===== src/rtl/stack_pkg.sv =====
`default_nettype none
// ---------------------------------------------------------------------------
// stack_pkg : shared FSM encoding and entry-width constants for position_stack
// Revision  : 1.0
// ---------------------------------------------------------------------------
package stack_pkg;

  localparam int unsigned C_STATE_W = 3;

  typedef enum logic [C_STATE_W-1:0] {
    IDLE  = 3'd0,
    WRITE = 3'd1,
    DEC   = 3'd2,
    READ  = 3'd3,
    ACK   = 3'd4
  } state_e;

  localparam int unsigned C_ROW_W   = 3;
  localparam int unsigned C_COL_W   = 3;
  localparam int unsigned C_ENTRY_W = C_ROW_W + C_COL_W;

endpackage
`default_nettype wire


===== src/rtl/stack_mem.sv =====
`default_nettype none
// ---------------------------------------------------------------------------
// stack_mem : DEPTH x WIDTH RAM, sync write, registered read port(s)
//             (second read port when STACK_PEEK_EN is defined)
// Revision  : 1.0
// ---------------------------------------------------------------------------
module stack_mem
  import stack_pkg::*;
#(
  parameter int unsigned DEPTH = 8,
  parameter int unsigned WIDTH = C_ENTRY_W,
  parameter int unsigned AW    = $clog2(DEPTH)
) (
  input  logic             clk,
  input  logic             reset,
  input  logic             wr_en,
  input  logic [AW-1:0]    wr_addr,
  input  logic [WIDTH-1:0] wr_data,
  input  logic             rd_en,
  input  logic [AW-1:0]    rd_addr,
`ifdef STACK_PEEK_EN
  input  logic             pk_en,
  input  logic [AW-1:0]    pk_addr,
  output logic [WIDTH-1:0] pk_data,
`endif
  output logic [WIDTH-1:0] rd_data
);

  logic [WIDTH-1:0] mem_q [DEPTH];
  logic [WIDTH-1:0] rd_data_q, rd_data_d;

  // Storage is deliberately not reset; only the read registers are.
  always_ff @(posedge clk) begin
    if (wr_en) begin
      mem_q[wr_addr] <= wr_data;
    end
  end

  always_comb begin
    rd_data_d = rd_en ? mem_q[rd_addr] : rd_data_q;
  end

  always_ff @(posedge clk) begin
    if (reset) begin
      rd_data_q <= '0;
    end else begin
      rd_data_q <= rd_data_d;
    end
  end

  assign rd_data = rd_data_q;

`ifdef STACK_PEEK_EN
  logic [WIDTH-1:0] pk_data_q, pk_data_d;

  always_comb begin
    pk_data_d = pk_en ? mem_q[pk_addr] : pk_data_q;
  end

  always_ff @(posedge clk) begin
    if (reset) begin
      pk_data_q <= '0;
    end else begin
      pk_data_q <= pk_data_d;
    end
  end

  assign pk_data = pk_data_q;
`endif

endmodule
`default_nettype wire


===== src/rtl/position_stack.sv =====
`default_nettype none
// ---------------------------------------------------------------------------
// position_stack : LIFO of (row, column) queen positions with ack handshake
//                  and sticky under/overflow; STACK_PEEK_EN adds top_data/top_valid
// Revision       : 1.0
// ---------------------------------------------------------------------------
module position_stack
  import stack_pkg::*;
#(
  parameter int unsigned DEPTH = 8,
  parameter int unsigned ROW_W = C_ROW_W,
  parameter int unsigned COL_W = C_COL_W
) (
  input  logic                     clk,
  input  logic                     reset,
  input  logic                     push,
  input  logic                     pop,
  input  logic [ROW_W+COL_W-1:0]   push_data,
  output logic [ROW_W+COL_W-1:0]   pop_data,
  output logic                     stack_ready,
  output logic                     underflow,
  output logic                     overflow,
`ifdef STACK_PEEK_EN
  output logic [ROW_W+COL_W-1:0]   top_data,
  output logic                     top_valid,
`endif
  output logic [$clog2(DEPTH):0]   level
);

  localparam int unsigned c_entry_w = ROW_W + COL_W;
  localparam int unsigned c_aw      = $clog2(DEPTH);
  localparam int unsigned c_lvl_w   = c_aw + 1;
  localparam logic [c_lvl_w-1:0] c_full = c_lvl_w'(DEPTH);

  state_e               state_q, state_d;
  logic [c_lvl_w-1:0]   level_q, level_d;
  logic [c_entry_w-1:0] data_q, data_d;
  logic                 underflow_q, underflow_d;
  logic                 overflow_q, overflow_d;
  logic                 stack_ready_q, stack_ready_d;
  logic                 mem_we, mem_re;
  logic                 wr_en;
  logic                 full, empty;

  assign full  = (level_q == c_full);
  assign empty = (level_q == '0);

`ifdef STACK_PEEK_EN
  logic            peek_re;
  logic            top_valid_q, top_valid_d;
  logic [c_aw-1:0] peek_addr;

  assign peek_addr = level_q[c_aw-1:0] - 1'b1;
`endif

  always_comb begin
    state_d       = state_q;
    level_d       = level_q;
    data_d        = data_q;
    underflow_d   = underflow_q;
    overflow_d    = overflow_q;
    stack_ready_d = 1'b0;
    mem_we        = 1'b0;
    mem_re        = 1'b0;
`ifdef STACK_PEEK_EN
    peek_re       = 1'b0;
    top_valid_d   = top_valid_q;
`endif
    case (state_q)
      IDLE: begin
        if (pop) begin
          state_d = DEC;
        end else if (push) begin
          state_d = WRITE;
          data_d  = push_data;
        end
      end
      WRITE: begin
        if (!full) begin
          mem_we      = 1'b1;
          level_d     = level_q + 1'b1;
          underflow_d = 1'b0;
        end else begin
          overflow_d  = 1'b1;
        end
        state_d       = ACK;
        stack_ready_d = 1'b1;
      end
      DEC: begin
        if (!empty) begin
          level_d    = level_q - 1'b1;
          overflow_d = 1'b0;
          state_d    = READ;
        end else begin
          // Empty pop skips READ so pop_data keeps the last good entry.
          underflow_d   = 1'b1;
          state_d       = ACK;
          stack_ready_d = 1'b1;
        end
      end
      READ: begin
        mem_re        = 1'b1;
        state_d       = ACK;
        stack_ready_d = 1'b1;
      end
      ACK: begin
        state_d = IDLE;
`ifdef STACK_PEEK_EN
        peek_re     = 1'b1;
        top_valid_d = !empty;
`endif
      end
      default: begin
        state_d = IDLE;
      end
    endcase
  end

  always_ff @(posedge clk) begin
    if (reset) begin
      state_q       <= IDLE;
      level_q       <= '0;
      data_q        <= '0;
      underflow_q   <= 1'b0;
      overflow_q    <= 1'b0;
      stack_ready_q <= 1'b0;
`ifdef STACK_PEEK_EN
      top_valid_q   <= 1'b0;
`endif
    end else begin
      state_q       <= state_d;
      level_q       <= level_d;
      data_q        <= data_d;
      underflow_q   <= underflow_d;
      overflow_q    <= overflow_d;
      stack_ready_q <= stack_ready_d;
`ifdef STACK_PEEK_EN
      top_valid_q   <= top_valid_d;
`endif
    end
  end

  // A write coinciding with reset must not land in the unreset storage.
  assign wr_en = mem_we & ~reset;

  stack_mem #(
    .DEPTH (DEPTH),
    .WIDTH (c_entry_w),
    .AW    (c_aw)
  ) u_mem (
    .clk     (clk),
    .reset   (reset),
    .wr_en   (wr_en),
    .wr_addr (level_q[c_aw-1:0]),
    .wr_data (data_q),
    .rd_en   (mem_re),
    .rd_addr (level_q[c_aw-1:0]),
`ifdef STACK_PEEK_EN
    .pk_en   (peek_re),
    .pk_addr (peek_addr),
    .pk_data (top_data),
`endif
    .rd_data (pop_data)
  );

  assign stack_ready = stack_ready_q;
  assign underflow   = underflow_q;
  assign overflow    = overflow_q;
  assign level       = level_q;
`ifdef STACK_PEEK_EN
  assign top_valid   = top_valid_q;
`endif

endmodule
`default_nettype wire


===== config.mk =====
export PLATFORM = sky130hd
export DESIGN_NAME = position_stack
export DESIGN_NICKNAME = d
export VERILOG_FILES = /design/src/rtl/stack_pkg.sv /design/src/rtl/stack_mem.sv /design/src/rtl/position_stack.sv
export SDC_FILE = /design/constraint.sdc
export NUM_CORES = 1
export LEC_CHECK = 0
export CORE_MARGIN = 4
export CORE_UTILIZATION = 39
export DETAILED_ROUTE_END_ITERATION = 8
export DONT_BUFFER_PORTS = 1
export GPL_ROUTABILITY_DRIVEN = 0
export HOLD_SLACK_MARGIN = 0.02
export PLACE_DENSITY = 0.64
export SETUP_SLACK_MARGIN = 0.2
export SLEW_MARGIN = 30
export SYNTH_ARGS = -nofsm -noshare
export SYNTH_HDL_FRONTEND = slang
export SYNTH_SLANG_ARGS = --single-unit

===== constraint.sdc =====
create_clock -name clk -period 2.8 [get_ports clk]
set_input_delay 0.42 -clock clk [delete_from_list [all_inputs] [get_ports clk]]
set_output_delay 0.42 -clock clk [all_outputs]
set_load 0.005 [all_outputs]

==> impl_metrics.yaml <==
placement:
  dpl.cell_count: 329
  dpl.hpwl_um: 3980
  dpl_cell_area_sq_um: 3090
  numPortBuffers: 0
worst_hold_path:
  hold_depth: 1
  min_to: "level[3]"
  min_path_type: "input port to register"
  min_from: "reset"
clock_tree:
  postCtsSetupBuffers: 0
  cts_resized: 0
  h-tree-depth: 3
  cts_tree: "yes"
  cts-hold-fix-buffers: 0
  numCtsBuffers: 9
  clk-insertion-delay-late_ns: 0.35
  clock_path_buffers: 2
  cts.sink_count: 70
  root_buffer: "clkbuf_8"
  clk_pin_slew_ns: 0.07
floorplanning:
  initial_core_util_pct: 40.2
  dieArea_sq_um: 8970
  dieHeight_um: 94.7
  io_pins: 23
  coreArea_sq_um: 7290
  die_w_um: 94.7
  num_rows: 31
timing:
  worst_pin_slew_ns: 0.720
  min_period_ns: 2.17
  finalSetupViolCount: 0
  fmax_ghz: 0.461
  rsz0062_at_grt: "false"
  period_share_pct: 77.4
  hold_violations: 0
  tns_ns: 0
  relSlewSlack_pct: 51.8
  finClkSkew_ns: 0.0126
  slew_viol_final: 0
setup_path:
  critPathLaunch: "state_q[1]"
  ff2ff_path_depth: 6
  critPathLaunchType: "register"
  regToRegStartpoint: "state_q[1]"
  end_kind: "register"
  worstPathRequired_ns: 3.05
  arrival_ns: 2.42
  timing.rr.end: "level[2]"
  worst-setup-path-type: "register to register"
  cp_max_fo: 10
  worst-r2r-setup-slack_ns: 0.63
synthesis:
  synth_top_area_share_pct: 49.1
  ys.warnings.count: 0
  synthCells: 231
  synth-edff-count: 48
  ys_seq_elements: 70
  synth_top_family_by_area: "simple AND/OR/NAND/NOR gates"
  synth_largest_area_cell: "edfxtp_1"
  syn_avg_cell_area_sq_um: 12.7
  async_reset_ff_share_pct: 0
  synthTopCellsByArea: "edfxtp_1 49%, dfxtp_1 15%, mux2i_1 6.8%, nor2_1 2.9%, o21ai_0 2.9%"
  synth-seq-area-share_pct: 64.2
  synth_fa_ha_area_share_pct: 1.54
  syn-cell-area_sq_um: 2930
  synth_xor_area_share_pct: 0.896
  synthDistinctLibCells: 41
  synth_flop_cell: "edfxtp_1"
  synthMuxAreaShare_pct: 9.13
  syn-num-nets: 244
  synth-compound-area-share_pct: 10.3
  yosys.area_share.simple_pct: 11.1
routing:
  remaining_drc_errors: 0
  dr.pass1.iters: 5
  wl_per_cell_um: 17.5
  dr_total_vias: 1878
  via_per_inst: 5.44
  drt_iter0_markers: 95
  wirelength_um: 6030
  antenna_left: 0
status:
  status: "completed"
global_routing:
  grt.met3_usage_pct: 4.54
  grt_usage_pct: 14.4
  grt-ovfl-total: 0
  grt_pass1_vias: 1775
  grt_max_degree: 30
  top_usage_layer: "met2"
  grt_first_pass_wirelength_um: 9580
  antenna_found_initial: 0
  grt_use_met2_pct: 20.6
  met1_usage_pct: 19.9
layout:
  finish.instance_area_sq_um: 3250
  stdcell_count: 345
  synthToLayoutAreaGrowth_pct: 10.8
  layout.nets: 254
  final_common_cell: "edfxtp_1"
  diodes: 0
  drive_gt1_share_pct: 13.8
  final_cell_mix: "48 x edfxtp_1, 23 x nor2_1, 22 x dfxtp_1"
power_and_ir_drop:
  power.density_nw_per_um2: 868
  leakage_nw: 1.12
  peakVddDrop_mv: 0.238
run:
  drv_cap: 0
-- per-stage QoR --
stage,hold WS (ns),util [%],total power [W],setup WS [ns]
after floorplan,0.470,-,0.00193,0.682
after global placement,0.483,42.3,0.00214,0.694
after detailed placement,0.483,42.3,0.00215,0.665
after CTS,0.131,44.6,0.00283,0.659
after global routing,0.118,44.6,0.00299,0.383
final,0.141,44.6,0.00282,0.632
-- state kept, by name, indices dropped and copies added (netlist names) --
signal	count
overflow	1
data_q	6
u_mem.mem_q	48
u_mem.rd_data	6
level	4
underflow	1
state_q	3
stack_ready	1
-- cells in the mapped netlist (all sizes together) (2+ instances only) --
library cell  number
edfxtp            48
nor2              23
dfxtp             22
mux2i             20
o21ai             17
a21oi             11
nand3              9
buf                7
clkbuf             7
nand2              7
and3               6
nor3               5
a221oi             4
a31oi              4
inv                4
a31o               3
mux4               3
nor4               3
o211ai             3
xnor2              3
ha                 2
nand2b             2
nor3b              2
o22ai              2
or3                2
-- worst max-delay path: stages, from the launching register on --
cell      delay (ns)
dfxtp_1         0.44
nor3b_2         0.57
ha_1            0.37
xnor2_1         0.14
o21ai_0         0.14
o211ai_1        0.11
a221oi_1        0.29
-- per-layer routing --
| layer | up-vias | wire (um) |
|---|---|---|
| met5 | - | 0 |
| met4 | 0 | 96 |
| met3 | 9 | 376 |
| met2 | 68 | 2710 |
| met1 | 907 | 2850 |
| li1 | 894 | - |
-- logic make-up (layout without fill, tap and decap cells) --
kind of cell	after synthesis	in the layout
adder cells (fa/ha/maj)	3	3
multiplexers	23	23
AO/OA/AOI/OAI	49	49
AND/OR/NAND/NOR	64	64
flip-flops	70	70
XOR/XNOR	3	3
buffers and inverters	19	34
-- worst max-delay path by stage --
stage / to / slack (ns) / cells past startpoint
2_1_floorplan: u_mem.mem_q[2][0] / 0.68 / 5
3_3_place_gp: level[2] / 0.69 / 6
3_5_place_dp: level[2] / 0.66 / 6
4_1_cts: level[2] / 0.66 / 6
5_1_grt: level[2] / 0.38 / 6
6_report: level[2] / 0.63 / 6
-- where the power goes --
group | switching, W | internal (W) | leakage, nW | total (W)
clock | 0.000372 | 0.000321 | 0.0803 | 0.000693
sequential | 0.000104 | 0.00119 | 0.622 | 0.00130
combinational | 0.000490 | 0.000339 | 0.413 | 0.000829
-- final cells by class --
cell class	instances	area [sq um]
clock buffer	12	135
clock inverter	4	26.3
fill	694	4040
inverter	5	18.8
multi-input combinational	142	966
sequential	70	1880
tap	99	124
timing repair buffer	13	97.6
(Power assumes the default switching activity.)
